===== config.mk =====
export PLATFORM = sky130hd
export DESIGN_NAME = axis_tlast_framer
export DESIGN_NICKNAME = d
export VERILOG_FILES = /design/src/rtl/axis_tlast_framer.sv
export SDC_FILE = /design/constraint.sdc
export NUM_CORES = 1
export LEC_CHECK = 0
export CAP_MARGIN = 20
export CORE_MARGIN = 5
export CORE_UTILIZATION = 35
export CTS_CLUSTER_SIZE = 20
export DETAILED_ROUTE_END_ITERATION = 12
export HOLD_SLACK_MARGIN = 0.05
export MAX_ROUTING_LAYER = met4
export REMOVE_ABC_BUFFERS = 1
export SETUP_SLACK_MARGIN = 0.3
export SLEW_MARGIN = 5
export SYNTH_ARGS = -nofsm -noshare
export SYNTH_HDL_FRONTEND = slang
export SYNTH_SLANG_ARGS = --single-unit

===== constraint.sdc =====
create_clock -name clk -period 11.7 [get_ports clk]
set_input_delay 1.17 -clock clk [delete_from_list [all_inputs] [get_ports clk]]
set_output_delay 1.17 -clock clk [all_outputs]
set_load 0.05 [all_outputs]

===== src/rtl/axis_tlast_framer.sv =====
// axis_tlast_framer: re-frames an AXI-Stream by programmable length, input tlast or idle timeout.
// One beat is held back in P so a length/tlast boundary can be marked on the beat before it leaves.
module axis_tlast_framer #(
    parameter int DATA_WIDTH_BYTES = 8,
    parameter int MAX_FRAME_BEATS = 256,
    parameter int TIMEOUT_CYCLES = 1024,
    localparam int DW = DATA_WIDTH_BYTES * 8,
    localparam int LW = $clog2(MAX_FRAME_BEATS + 1),
    localparam int TW = TIMEOUT_CYCLES > 1 ? $clog2(TIMEOUT_CYCLES) : 1
) (
    input  logic                        clk,
    input  logic                        arst,
    input  logic [LW-1:0]               frame_len,
    input  logic                        s_axis_tvalid,
    output logic                        s_axis_tready,
    input  logic                        s_axis_tlast,
    input  logic [DW-1:0]               s_axis_tdata,
    input  logic [DATA_WIDTH_BYTES-1:0] s_axis_tkeep,
    output logic                        m_axis_tvalid,
    input  logic                        m_axis_tready,
    output logic                        m_axis_tlast,
    output logic [DW-1:0]               m_axis_tdata,
    output logic [DATA_WIDTH_BYTES-1:0] m_axis_tkeep,
    output logic [31:0]                 frame_count,
    output logic                        timeout_flush
);
    logic [DW-1:0]               p_data;
    logic [DATA_WIDTH_BYTES-1:0] p_keep;
    logic                        p_valid, p_final;
    logic [LW-1:0]               cnt, len_q, len_eff;
    logic [TW-1:0]               to_cnt;
    logic                        o_free, accept, beat_final, to_hit, flush, o_load;

    assign o_free        = !m_axis_tvalid || m_axis_tready;
    assign s_axis_tready = o_free;
    assign accept        = s_axis_tvalid && o_free;
    // the length is sampled only on the first beat of a frame
    assign len_eff    = cnt == '0 ? (frame_len == '0 ? LW'(MAX_FRAME_BEATS) : frame_len) : len_q;
    assign beat_final = s_axis_tlast || (cnt + LW'(1) == len_eff);
    assign to_hit     = TIMEOUT_CYCLES != 0 && to_cnt == TW'(TIMEOUT_CYCLES - 1);
    assign flush      = p_valid && !p_final && !accept && o_free && to_hit;
    assign o_load     = p_valid && o_free && (accept || p_final || flush);

    always_ff @(posedge clk or posedge arst) begin
        if (arst) begin
            m_axis_tvalid <= 1'b0;
            m_axis_tlast  <= 1'b0;
            m_axis_tdata  <= '0;
            m_axis_tkeep  <= '0;
            p_valid       <= 1'b0;
            p_final       <= 1'b0;
            p_data        <= '0;
            p_keep        <= '0;
            cnt           <= '0;
            len_q         <= '0;
            to_cnt        <= '0;
            frame_count   <= '0;
            timeout_flush <= 1'b0;
        end else begin
            if (o_free) begin
                m_axis_tvalid <= o_load;
                m_axis_tlast  <= o_load && (p_final || flush);
                if (o_load) begin
                    m_axis_tdata <= p_data;
                    m_axis_tkeep <= p_keep;
                end
            end
            if (accept) begin
                p_valid <= 1'b1;
                p_final <= beat_final;
                p_data  <= s_axis_tdata;
                p_keep  <= s_axis_tkeep;
                len_q   <= len_eff;
                cnt     <= beat_final ? '0 : cnt + LW'(1);
            end else if (o_load) begin
                p_valid <= 1'b0;
                if (flush) cnt <= '0;
            end
            // saturates while the output is blocked so the flush fires on the first free cycle
            if (accept || !p_valid || p_final) to_cnt <= '0;
            else if (!to_hit) to_cnt <= to_cnt + TW'(1);
            if (m_axis_tvalid && m_axis_tready && m_axis_tlast) frame_count <= frame_count + 32'd1;
            timeout_flush <= flush;
        end
    end
endmodule


==> reports/metrics.yaml <==
timing:
  slew_violations: 0
  period_share: 0.3624
  tightest_slew_ns: 1.067
  maxSlewHeadroom: 0.2808
  period_needed_ns: 4.240
  finalSetupTns_ns: 0
  hold_slack_ns: 0.4732
  setup_violations: 0
  rsz0062_at_grt: "no"
  hold_viol: 0
  fin_worst_skew_ns: 0.008816
  clock.fmax_mhz: 235.8
logic_synthesis:
  ys_top_cells_by_area: "dfrtp_1, mux2_2, xnor2_1, xor2_1, nand2_1"
  yosys.area.top_type_share: 0.6027
  synth_top_cell_by_area: "dfrtp_1"
  yosys.cell_types.count: 50
  synth_edf_count: 0
  ys_seq_elements: 209
  syn_area_mm2: 0.008677
  ys_dominant_reg_cell: "dfrtp_1"
  ys_async_sr_fraction: 1.000
  postSynthCellCount: 624
  yosysSeqAreaShare: 0.6027
  yosys_warnings: 0
  syn-mean-instance-area_um2: 13.91
floorplanning:
  core_mm2: 0.02439
  die_h_um: 167.5
  die_w_um: 167.5
  start_util: 0.3558
  io_pins: 194
  dieArea_mm2: 0.02804
  row_count: 57
global_route:
  grt_pass1_wl_um: 32460
  grt-ovfl-total: 0
  grt_max_degree: 138
  grt_pass1_vias: 5851
  grt_usage: 0.1441
  antenna_found_initial: 1
power:
  ir_drop_uv: 144.3
  powerDensity_mw_per_mm2: 272.9
  power_mw: 3.234
  p_leak_nw: 4.957
setup_path:
  timing.rr.start: "to_cnt[0]"
  setup.worst_path.start: "m_axis_tready"
  reg2reg_depth: 7
  crit_type: "in2out"
  critPathLaunchType: "input pin"
  critPathCapture: "s_axis_tready"
  cp_data_required_time_ns: 10.53
  cp_max_fo: 7
  ff2ff_setup_slack_ns: 8.58
  worst_r2r_endpoint: "m_axis_tdata[42]"
  worst_ep_arrival_time_ns: 3.07
  end_kind: "output port"
layout:
  n_fill_cell: 2210
  syn2layout_area_growth_pct: 36.60
  drive_gt1_frac: 0.2583
  fin_area_mm2: 0.01185
  layoutNonFillerInstCount: 1165
  nets: 911
place:
  place_inst: 1118
  place.gp.congestion: 0.7456
  io_buffers: 193
  dpl_cell_area_mm2: 0.01093
  hpwl_um: 13270
cts:
  cts.sinks: 209
  post_cts_resized: 0
  root_buffer: "clkbuf_16"
  cts.path.max_buffers: 3
  cts_setup_buffers: 0
  cts_hold_buf: 0
  clk_pin_slew_ns: 0.06
  clock_latency_ns: 0.52
  h-tree-depth: 1
  cts_buffers: 25
  cts_tree: "done"
run:
  drv_cap: 0
routing:
  ant_nets: 0
  drtIter0Drc: 351
  wl_um: 19740
  routedWlPerCell_um: 16.94
  num_vias: 5565
  viasPerCell: 4.777
  detail_route.first_pass.iterations: 4
  post-route-drc-count: 0
worst_hold_path:
  min_path_type: "reg2reg"
status:
  status: "finished, final reports clean"
-- critical path: stages --
cell             delay [ns]
clkdlybuf4s50_1        0.45
nor2b_1                0.31
clkinv_1               0.33
clkdlybuf4s50_1        0.81
-- state kept, by name, summed over array words and instances (netlist names) --
signal and cells:
cnt 9, frame_count 32, len_q 9, m_axis_tdata 64, m_axis_tkeep 8, m_axis_tlast 1
m_axis_tvalid 1, p_data 64, p_final 1, p_keep 8, p_valid 1, timeout_flush 1
to_cnt 10
-- cell usage after synthesis (all sizes together) (4+ instances only) --
cell type	n
or2	6
and3	6
ha	4
clkbuf	15
xnor2	27
a21oi	8
dfrtp	209
and4	5
xor2	15
buf	11
a221oi	4
nor2	23
nand3	16
a21o	4
nand2	31
inv	8
mux2	154
mux2i	6
nor4	8
o21ai	9
nand4	14
nor3	5
and2	4
-- power breakdown --
group	leakage [nW]	internal, mW	switching (mW)
clock	0.450	0.538	0.309
sequential	2.53	0.952	0.119
combinational	1.98	0.530	0.786
-- cell families after synthesis --
logic type / Yosys count / share of synthesized area
DFF: 209 / 0.6027
muxes: 160 / 0.2068
and+or+nand+nor: 134 / 0.08724
xor gates and xnor gates: 42 / 0.04239
AOI/OAI and AO/OA: 40 / 0.03634
buffers and inverters: 35 / 0.01874
adders and majority gates: 4 / 0.005768
-- per-layer routing --
layer  vias up  part of all wire  global-route usage
li1       2628                 -                   -
met1      2788              0.45              0.1905
met2       118              0.48              0.2294
met3        31             0.050             0.02593
met4         0             0.022             0.04164
met5         -                 0                   -
-- how the worst min path moves through the flow --
stage | slack, ns | startpoint | endpoint | cells after the start
4_1_cts | 0.48 | frame_count[31] | frame_count[31] | 1
3_5_place_dp | 0.46 | frame_count[31] | frame_count[31] | 1
2_1_floorplan | 0.45 | len_q[8] | len_q[8] | 2
5_1_grt | 0.50 | frame_count[31] | frame_count[31] | 1
6_report | 0.47 | frame_count[31] | frame_count[31] | 1
3_3_place_gp | 0.46 | len_q[8] | len_q[8] | 2
-- area by class of cell --
class,count,area [um2],share of cell area
antenna,1,2.502,0.0002111
clock buffer,34,709.4,0.05985
clock inverter,12,206.4,0.01742
inverter,9,41.29,0.003484
multi-input combinational,380,3303,0.2787
sequential,209,5230,0.4413
tap,324,405.4,0.03420
timing repair buffer,196,1954,0.1649
-- layout by cell type, fill, tap and decap left out, types with 5 or more instances in the layout --
| cell type | netlist | final |
|---|---|---|
| nand3_1 | 16 | 16 |
| mux2i_1 | 6 | 6 |
| clkdlybuf4s50_1 | 0 | 193 |
| clkbuf_16 | 0 | 25 |
| nor4_1 | 7 | 7 |
| nand4_1 | 14 | 14 |
| xnor2_1 | 27 | 27 |
| xor2_1 | 15 | 15 |
| nand2_1 | 31 | 30 |
| a21oi_1 | 7 | 7 |
| inv_1 | 8 | 7 |
| nor2_1 | 23 | 23 |
| and4_1 | 5 | 5 |
| bufinv_16 | 0 | 5 |
| mux2_2 | 154 | 154 |
| dfrtp_1 | 209 | 209 |
| and3_1 | 6 | 6 |
| or2_2 | 6 | 6 |
| o21ai_0 | 8 | 8 |
| clkbuf_8 | 0 | 5 |
-- metrics by stage --
step / utilization / setup WS, ns
after global routing: 0.4859 / 7.348
after global placement: 0.4483 / 7.474
after CTS: 0.4858 / 7.449
after floorplan: - / 4.821
final: 0.4859 / 7.460
after detailed placement: 0.4483 / 7.467
No activity file was read; power rests on OpenSTA's default activity.
